### config.mk
export PLATFORM = sky130hd
export DESIGN_NAME = snake_move_ctrl_flat
export DESIGN_NICKNAME = d
export VERILOG_FILES = /design/src/rtl/snake_move_ctrl_if.sv /design/src/rtl/snake_move_ctrl.sv /design/src/flat_wrapper.sv
export SDC_FILE = /design/constraint.sdc
export NUM_CORES = 1
export LEC_CHECK = 0
export CORE_MARGIN = 2
export CORE_UTILIZATION = 45
export CTS_CLUSTER_DIAMETER = 80
export DETAILED_ROUTE_END_ITERATION = 10
export PLACE_DENSITY = 0.69
export SKIP_CTS_REPAIR_TIMING = 1
export SLEW_MARGIN = 10
export SYNTH_ARGS = -nofsm -noshare
export SYNTH_HDL_FRONTEND = slang
export SYNTH_SLANG_ARGS = --single-unit
export TNS_END_PERCENT = 30
### constraint.sdc
create_clock -name Clk_24mhz -period 8.05 [get_ports Clk_24mhz]
set_input_delay 0.805 -clock Clk_24mhz [delete_from_list [all_inputs] [get_ports Clk_24mhz]]
set_output_delay 0.805 -clock Clk_24mhz [all_outputs]
set_load 0.005 [all_outputs]
### src/rtl/snake_move_ctrl_if.sv
// Game-side bundle of the snake motion engine: game status, keys and apple in; segments and hit flags out.
interface snake_move_if #(
    parameter int X_W     = 6,
    parameter int Y_W     = 5,
    parameter int MAX_LEN = 16
);
    logic [2:0]             Game_status;
    logic                   Key_left;
    logic                   Key_right;
    logic                   Key_up;
    logic                   Key_down;
    logic                   Apple_eaten;
    logic [X_W-1:0]         Head_x;
    logic [Y_W-1:0]         Head_y;
    logic [MAX_LEN*X_W-1:0] Body_x_flat;
    logic [MAX_LEN*Y_W-1:0] Body_y_flat;
    logic [4:0]             Body_len;
    logic                   Move_tick;
    logic                   Hit_wall_sig;
    logic                   Hit_body_sig;

    modport master (
        output Game_status, Key_left, Key_right, Key_up, Key_down, Apple_eaten,
        input  Head_x, Head_y, Body_x_flat, Body_y_flat, Body_len, Move_tick,
               Hit_wall_sig, Hit_body_sig
    );

    modport slave (
        input  Game_status, Key_left, Key_right, Key_up, Key_down, Apple_eaten,
        output Head_x, Head_y, Body_x_flat, Body_y_flat, Body_len, Move_tick,
               Hit_wall_sig, Hit_body_sig
    );
endinterface

### src/rtl/snake_move_ctrl.sv
// Snake motion engine: segment storage, heading, move divider, wall/body collision detection.
module snake_move_ctrl #(
    parameter int GRID_W   = 40,
    parameter int GRID_H   = 30,
    parameter int X_W      = 6,
    parameter int Y_W      = 5,
    parameter int MAX_LEN  = 16,
    parameter int INIT_LEN = 3,
    parameter int INIT_X   = 20,
    parameter int INIT_Y   = 15,
    parameter int MOVE_DIV = 6000000
) (
    input  logic       Clk_24mhz,
    input  logic       Rst,
    snake_move_if.slave bus
);
    typedef enum logic [1:0] {DIR_RIGHT, DIR_LEFT, DIR_UP, DIR_DOWN} dir_t;

    localparam int DIV_W = (MOVE_DIV > 1) ? $clog2(MOVE_DIV) : 1;
    localparam logic [DIV_W-1:0] DIV_LAST = DIV_W'(MOVE_DIV - 1);
    localparam logic [4:0] LEN_MAX  = 5'(MAX_LEN);
    localparam logic [4:0] LEN_INIT = 5'(INIT_LEN);

    logic [X_W-1:0]   seg_x_q [MAX_LEN];
    logic [X_W-1:0]   seg_x_d [MAX_LEN];
    logic [Y_W-1:0]   seg_y_q [MAX_LEN];
    logic [Y_W-1:0]   seg_y_d [MAX_LEN];
    logic [4:0]       len_q, len_d;
    dir_t             dir_q, dir_d, pend_q, pend_d;
    logic [DIV_W-1:0] div_q, div_d;
    logic             grow_q, grow_d;
    logic             tick_q, tick_d;
    logic             hit_wall_q, hit_wall_d;
    logic             hit_body_q, hit_body_d;

    logic             is_start, is_play, growing, wall, body, key_ok;
    logic [X_W-1:0]   nx;
    logic [Y_W-1:0]   ny;
    dir_t             key_dir;

    function automatic logic [X_W-1:0] init_x(input int i);
        return (i < INIT_LEN) ? X_W'(INIT_X - i) : '0;
    endfunction

    function automatic logic [Y_W-1:0] init_y(input int i);
        return (i < INIT_LEN) ? Y_W'(INIT_Y) : '0;
    endfunction

    always_comb begin
        seg_x_d    = seg_x_q;
        seg_y_d    = seg_y_q;
        len_d      = len_q;
        dir_d      = dir_q;
        pend_d     = pend_q;
        div_d      = div_q;
        grow_d     = grow_q;
        tick_d     = 1'b0;
        hit_wall_d = hit_wall_q;
        hit_body_d = hit_body_q;
        is_start   = (bus.Game_status == 3'b001);
        is_play    = (bus.Game_status == 3'b010);
        growing    = grow_q && (len_q < LEN_MAX);
        nx         = seg_x_q[0];
        ny         = seg_y_q[0];
        wall       = 1'b0;
        body       = 1'b0;
        key_ok     = 1'b0;
        key_dir    = pend_q;

        case (pend_q)
            DIR_RIGHT: begin wall = (seg_x_q[0] == X_W'(GRID_W - 1)); nx = seg_x_q[0] + 1'b1; end
            DIR_LEFT:  begin wall = (seg_x_q[0] == '0);                nx = seg_x_q[0] - 1'b1; end
            DIR_UP:    begin wall = (seg_y_q[0] == '0);                ny = seg_y_q[0] - 1'b1; end
            DIR_DOWN:  begin wall = (seg_y_q[0] == Y_W'(GRID_H - 1)); ny = seg_y_q[0] + 1'b1; end
            default: ;
        endcase

        // The tail cell counts as body only when it stays put because the snake grows this step.
        for (int i = 1; i < MAX_LEN; i++) begin
            if (seg_x_q[i] == nx && seg_y_q[i] == ny &&
                ((i < int'(len_q) - 1) || (growing && i == int'(len_q) - 1)))
                body = 1'b1;
        end

        // Reversal is judged against the committed heading, so a rejected key falls to the next one.
        if (bus.Key_up && dir_q != DIR_DOWN)          begin key_ok = 1'b1; key_dir = DIR_UP;    end
        else if (bus.Key_down && dir_q != DIR_UP)     begin key_ok = 1'b1; key_dir = DIR_DOWN;  end
        else if (bus.Key_left && dir_q != DIR_RIGHT)  begin key_ok = 1'b1; key_dir = DIR_LEFT;  end
        else if (bus.Key_right && dir_q != DIR_LEFT)  begin key_ok = 1'b1; key_dir = DIR_RIGHT; end

        if (is_start) begin
            for (int i = 0; i < MAX_LEN; i++) begin
                seg_x_d[i] = init_x(i);
                seg_y_d[i] = init_y(i);
            end
            len_d      = LEN_INIT;
            dir_d      = DIR_RIGHT;
            pend_d     = DIR_RIGHT;
            div_d      = '0;
            grow_d     = 1'b0;
            hit_wall_d = 1'b0;
            hit_body_d = 1'b0;
        end else if (is_play) begin
            div_d = (div_q == DIV_LAST) ? '0 : div_q + 1'b1;
            if (div_q == DIV_LAST && !hit_wall_q && !hit_body_q) begin
                dir_d = pend_q;
                if (wall) begin
                    hit_wall_d = 1'b1;
                end else if (body) begin
                    hit_body_d = 1'b1;
                end else begin
                    for (int i = 1; i < MAX_LEN; i++) begin
                        seg_x_d[i] = seg_x_q[i-1];
                        seg_y_d[i] = seg_y_q[i-1];
                    end
                    seg_x_d[0] = nx;
                    seg_y_d[0] = ny;
                    if (growing) len_d = len_q + 5'd1;
                    grow_d = 1'b0;
                    tick_d = 1'b1;
                end
            end
            if (key_ok) pend_d = key_dir;
            if (bus.Apple_eaten) grow_d = 1'b1;
        end
    end

    always_ff @(posedge Clk_24mhz) begin
        if (Rst) begin
            for (int i = 0; i < MAX_LEN; i++) begin
                seg_x_q[i] <= init_x(i);
                seg_y_q[i] <= init_y(i);
            end
            len_q      <= LEN_INIT;
            dir_q      <= DIR_RIGHT;
            pend_q     <= DIR_RIGHT;
            div_q      <= '0;
            grow_q     <= 1'b0;
            tick_q     <= 1'b0;
            hit_wall_q <= 1'b0;
            hit_body_q <= 1'b0;
        end else begin
            seg_x_q    <= seg_x_d;
            seg_y_q    <= seg_y_d;
            len_q      <= len_d;
            dir_q      <= dir_d;
            pend_q     <= pend_d;
            div_q      <= div_d;
            grow_q     <= grow_d;
            tick_q     <= tick_d;
            hit_wall_q <= hit_wall_d;
            hit_body_q <= hit_body_d;
        end
    end

    for (genvar g = 0; g < MAX_LEN; g++) begin : g_flat
        assign bus.Body_x_flat[g*X_W +: X_W] = seg_x_q[g];
        assign bus.Body_y_flat[g*Y_W +: Y_W] = seg_y_q[g];
    end

    assign bus.Head_x       = seg_x_q[0];
    assign bus.Head_y       = seg_y_q[0];
    assign bus.Body_len     = len_q;
    assign bus.Move_tick    = tick_q;
    assign bus.Hit_wall_sig = hit_wall_q;
    assign bus.Hit_body_sig = hit_body_q;
endmodule
### src/flat_wrapper.sv
// flat-port wrapper written by rule: the top's interface ports become plain ports
module snake_move_ctrl_flat 
#(
    parameter int GRID_W   = 40,
    parameter int GRID_H   = 30,
    parameter int X_W      = 6,
    parameter int Y_W      = 5,
    parameter int MAX_LEN  = 16,
    parameter int INIT_LEN = 3,
    parameter int INIT_X   = 20,
    parameter int INIT_Y   = 15,
    parameter int MOVE_DIV = 6000000
)
  (Clk_24mhz, Rst, bus_Game_status, bus_Key_left, bus_Key_right, bus_Key_up, bus_Key_down, bus_Apple_eaten, bus_Head_x, bus_Head_y, bus_Body_x_flat, bus_Body_y_flat, bus_Body_len, bus_Move_tick, bus_Hit_wall_sig, bus_Hit_body_sig);
  snake_move_if #(.X_W(X_W), .Y_W(Y_W), .MAX_LEN(MAX_LEN)) bus_i ();
  input  logic Clk_24mhz;
  input  logic Rst;
  input wire logic [$bits(bus_i.Game_status)-1:0] bus_Game_status;
  input wire logic [$bits(bus_i.Key_left)-1:0] bus_Key_left;
  input wire logic [$bits(bus_i.Key_right)-1:0] bus_Key_right;
  input wire logic [$bits(bus_i.Key_up)-1:0] bus_Key_up;
  input wire logic [$bits(bus_i.Key_down)-1:0] bus_Key_down;
  input wire logic [$bits(bus_i.Apple_eaten)-1:0] bus_Apple_eaten;
  output wire logic [$bits(bus_i.Head_x)-1:0] bus_Head_x;
  output wire logic [$bits(bus_i.Head_y)-1:0] bus_Head_y;
  output wire logic [$bits(bus_i.Body_x_flat)-1:0] bus_Body_x_flat;
  output wire logic [$bits(bus_i.Body_y_flat)-1:0] bus_Body_y_flat;
  output wire logic [$bits(bus_i.Body_len)-1:0] bus_Body_len;
  output wire logic [$bits(bus_i.Move_tick)-1:0] bus_Move_tick;
  output wire logic [$bits(bus_i.Hit_wall_sig)-1:0] bus_Hit_wall_sig;
  output wire logic [$bits(bus_i.Hit_body_sig)-1:0] bus_Hit_body_sig;
  assign bus_i.Game_status = bus_Game_status;
  assign bus_i.Key_left = bus_Key_left;
  assign bus_i.Key_right = bus_Key_right;
  assign bus_i.Key_up = bus_Key_up;
  assign bus_i.Key_down = bus_Key_down;
  assign bus_i.Apple_eaten = bus_Apple_eaten;
  assign bus_Head_x = bus_i.Head_x;
  assign bus_Head_y = bus_i.Head_y;
  assign bus_Body_x_flat = bus_i.Body_x_flat;
  assign bus_Body_y_flat = bus_i.Body_y_flat;
  assign bus_Body_len = bus_i.Body_len;
  assign bus_Move_tick = bus_i.Move_tick;
  assign bus_Hit_wall_sig = bus_i.Hit_wall_sig;
  assign bus_Hit_body_sig = bus_i.Hit_body_sig;
  snake_move_ctrl #(.GRID_W(GRID_W), .GRID_H(GRID_H), .X_W(X_W), .Y_W(Y_W), .MAX_LEN(MAX_LEN), .INIT_LEN(INIT_LEN), .INIT_X(INIT_X), .INIT_Y(INIT_Y), .MOVE_DIV(MOVE_DIV)) u_core (.Clk_24mhz(Clk_24mhz), .Rst(Rst), .bus(bus_i));
endmodule
==> results.py <==
metrics = {
    "timing": {
        "fin_setup_tns_ns": 0,
        "worst_pin_slew_ns": 1.29,
        "timing.fmax_mhz": 151,
        "period_needed_ns": 6.64,
        "fin_skew_ns": 0.0200,
        "drv_slew": 0,
        "setup_viol": 0,
        "rsz0062_at_grt": "no",
        "setup_ws_ns": 1.41,
        "relSlewSlack_pct": 11.5,
        "finalCritPeriodShare_pct": 82.5,
        "finalHoldViolCount": 0,
    },
    "yosys": {
        "synth_area_leaders": "dfxtp_1 (35%), nand2_1 (10%), xnor2_1 (7.9%), a21oi_1 (7.4%), xor2_1 (5.4%)",
        "async_reset_ff_share_pct": 0,
        "synth_fp_nets": 1544,
        "synth_top_family_by_area": "simple AND/OR/NAND/NOR gates",
        "yosysSeqAreaShare_pct": 35.2,
        "netlist_area_sq_mm": 0.0121,
        "syn_avg_cell_area_sq_um": 7.92,
        "synthFlopType": "dfxtp_1",
        "synthAdderAreaFrac_pct": 1.29,
        "ys_warn_count": 0,
        "synthCells": 1523,
        "ys_ff_latch": 212,
        "synth_cell_types": 87,
        "yosysTopAreaCell": "dfxtp_1",
        "synth-xor-area-share_pct": 16.5,
        "synth_top_area_share_pct": 35.2,
        "synth_edf_count": 0,
        "synth_compound_area_share_pct": 15.7,
        "synth.area.mux_share_pct": 1.97,
        "synth-simple-area-share_pct": 23.6,
    },
    "setup_path": {
        "r2r_end": "u_core.bus.Body_len[3]$_SDFFE_PP0P_",
        "cp_data_required_time_ns": 8.50,
        "worstReg2RegStart": "u_core.pend_q[0]$_SDFFE_PP0P_",
        "cp_top_family": "simple AND/OR/NAND/NOR gates",
        "cp.depth": 14,
        "worstPathMaxFanout": 72,
        "end_kind": "flop",
        "worstSetupStartpointType": "flop",
        "crit_chain": "nand2_1 > inv_1 > fa_1 > and2_1 > nor2_1 > xor2_1 > or4b_2 > a2111oi_0 > a32o_1 > nor4_2 > nand4_4 > buf_4 > o21ai_0 > a21oi_1",
        "criticalPathCategory": "reg -> reg",
        "critical_path_arrival_ns": 7.09,
        "reg2regPathDepth": 14,
        "r2r_slack_ns": 1.41,
        "cp_slowest_cell": "a2111oi_0",
        "crit_buf_inv": 2,
        "critPathMaxStageDelay_ns": 1.12,
    },
    "detailed_routing": {
        "drtIter0Drc": 1205,
        "num_vias": 11600,
        "wirelength_mm": 42.1,
        "viasPerCell": 5.81,
        "drc": 0,
        "wl_per_cell_um": 21.0,
        "ant_nets": 0,
        "firstDrtPassIters": 7,
    },
    "clocking": {
        "clock_latency_ns": 0.54,
        "clock_sinks": 212,
        "cts_root_buf": "clkbuf_16",
        "cts.clk_slew.worst_paths_ns": 0.06,
        "cts-htree-levels": 1,
        "numCtsBuffers": 24,
        "clock_path_buffers": 3,
        "cts_tree": "done",
    },
    "global_route": {
        "met3_usage_pct": 5.79,
        "antenna_found_initial": 0,
        "top_usage_layer": "met2",
        "met1_usage_pct": 39.8,
        "grt.total_usage_pct": 28.8,
        "grt-ovfl-total": 0,
        "grt_max_degree": 87,
        "first_global_vias": 10700,
        "gr-usage-met2_pct": 45.3,
        "grt_first_pass_wirelength_mm": 63.7,
    },
    "placed_design": {
        "io_buffers": 204,
        "pre_cts_slack_ns": 1.76,
        "dp_cells": 1955,
        "place_congestion": 0.936,
        "dp.final_hpwl_mm": 30.1,
    },
    "die": {
        "die_w_um": 168,
        "start_util_pct": 46.0,
        "die_y_um": 168,
        "num_rows": 59,
        "fp.dieArea_sq_mm": 0.0281,
        "ios": 205,
        "core_sq_mm": 0.0262,
    },
    "outcome": {
        "outcome": "complete, no violations",
    },
    "hold_path": {
        "hold_class": "reg -> reg",
        "holdPathStages": 2,
        "worst_hold_path.endpoint": "u_core.div_q[22]$_SDFFE_PP0P_",
        "hp-start": "u_core.div_q[22]$_SDFFE_PP0P_",
    },
    "power": {
        "power_density_mw_per_mm2": 151,
        "p_leak_nw": 4.94,
        "p_total_mw": 2.24,
        "peakVddDrop_uv": 123,
    },
    "cells_and_area": {
        "syn2layout_area_growth_pct": 23.2,
        "n_fill_cell": 2406,
        "final_common_cell": "nand2_1",
        "nNetsFinal": 1667,
        "layout_common_cells": "nand2_1 (336), dfxtp_1 (211), clkdlybuf4s50_1 (204)",
        "diodes": 0,
        "drive_gt1_share_pct": 5.35,
        "final_cells": 1999,
    },
    "run": {
        "cap_viol_max_count": 0,
    },
}
-- flip-flops by register name (all words and copies together) (netlist names) --
signal and cells:
u_core.bus.Hit_wall_sig 1, u_core.dir_q 2, u_core.pend_q 2, u_core.grow_q 1
u_core.bus.Move_tick 1, u_core.bus.Head_y 5, u_core.bus.Body_len 5, u_core.bus.Body_y_flat 75
u_core.bus.Head_x 6, u_core.bus.Hit_body_sig 1, u_core.bus.Body_x_flat 90, u_core.div_q 23
-- power breakdown --
| group | internal [mW] | switching [mW] | total [mW] | leakage [nW] |
|---|---|---|---|---|
| clock | 0.662 | 0.469 | 1.13 | 0.399 |
| combinational | 0.0153 | 0.0398 | 0.0552 | 2.84 |
| sequential | 1.05 | 0.00118 | 1.05 | 1.71 |
| total | 1.73 | 0.510 | 2.24 | 4.94 |
-- per-stage QoR --
step | util, % | hold WS [ns] | cell area [sq um]
CTS | 56.7 | 0.503 | 14900
detailed placement | 53.6 | 0.492 | 14000
finish | 56.7 | 0.500 | 14900
global route | 56.7 | 0.508 | 14900
global placement | 53.6 | 0.473 | 14000
floorplan | - | 0.458 | 12100
-- kinds of logic after synthesis --
logic type | Yosys count
AOI/OAI and AO/OA | 317
xor gates and xnor gates | 200
adders and majority gates | 12
buffers and inverters | 142
DFF | 212
muxes | 16
and+or+nand+nor | 624
-- worst max path at each step --
stage	from	to	slack [ns]
3_5_place_dp	u_core.pend_q[0]$_SDFFE_PP0P_	u_core.bus.Body_len[3]$_SDFFE_PP0P_	1.76
4_1_cts	u_core.pend_q[0]$_SDFFE_PP0P_	u_core.bus.Body_len[3]$_SDFFE_PP0P_	1.73
2_1_floorplan	u_core.bus.Head_y[0]$_SDFFE_PP1P_	u_core.bus.Body_x_flat[27]$_SDFFE_PP0P_	3.54
5_1_grt	u_core.pend_q[0]$_SDFFE_PP0P_	u_core.bus.Body_len[2]$_SDFFE_PP0P_	1.20
6_report	u_core.pend_q[0]$_SDFFE_PP0P_	u_core.bus.Body_len[3]$_SDFFE_PP0P_	1.41
3_3_place_gp	u_core.pend_q[0]$_SDFFE_PP0P_	u_core.bus.Body_len[3]$_SDFFE_PP0P_	1.93
-- worst register-to-register path: stages (launching register included) --
cell and delay, ns:
dfxtp_1 0.91, nand2_1 0.27, inv_1 0.17, fa_1 0.56
and2_1 0.34, nor2_1 0.61, xor2_1 0.20, or4b_2 0.73
a2111oi_0 1.12, a32o_1 0.25, nor4_2 0.09, nand4_4 0.26
buf_4 0.65, o21ai_0 0.24, a21oi_1 0.17
-- synthesized netlist by cell type (17+ instances only) --
cell type and count:
nand2_1 336, dfxtp_1 212, a21oi_1 179, xnor2_1 109, nor2_1 98, xor2_1 74, clkbuf_1 60, o21ai_0 56
nand3_1 34, nor3_1 32, buf_2 30, buf_4 27, and3_1 20, or3_1 20, inv_1 17
-- cell type report --
type / count / area [sq um] / area share, %
Clock buffer: 32 / 681 / 4.58
Tap cell: 335 / 419 / 2.82
Clock inverter: 12 / 138 / 0.926
Timing Repair Buffer: 221 / 2170 / 14.6
Multi-Input combinational cell: 1169 / 7140 / 48.0
Sequential cell: 212 / 4250 / 28.6
Inverter: 18 / 67.6 / 0.455
-- per-layer routing --
metal	vias to the layer above	part of all wire (%)
li1	5440	-
met1	5573	44
met2	532	44
met3	79	8.5
met4	0	3.5
met5	-	0
Note: power is estimated with default switching activity, not from simulation.
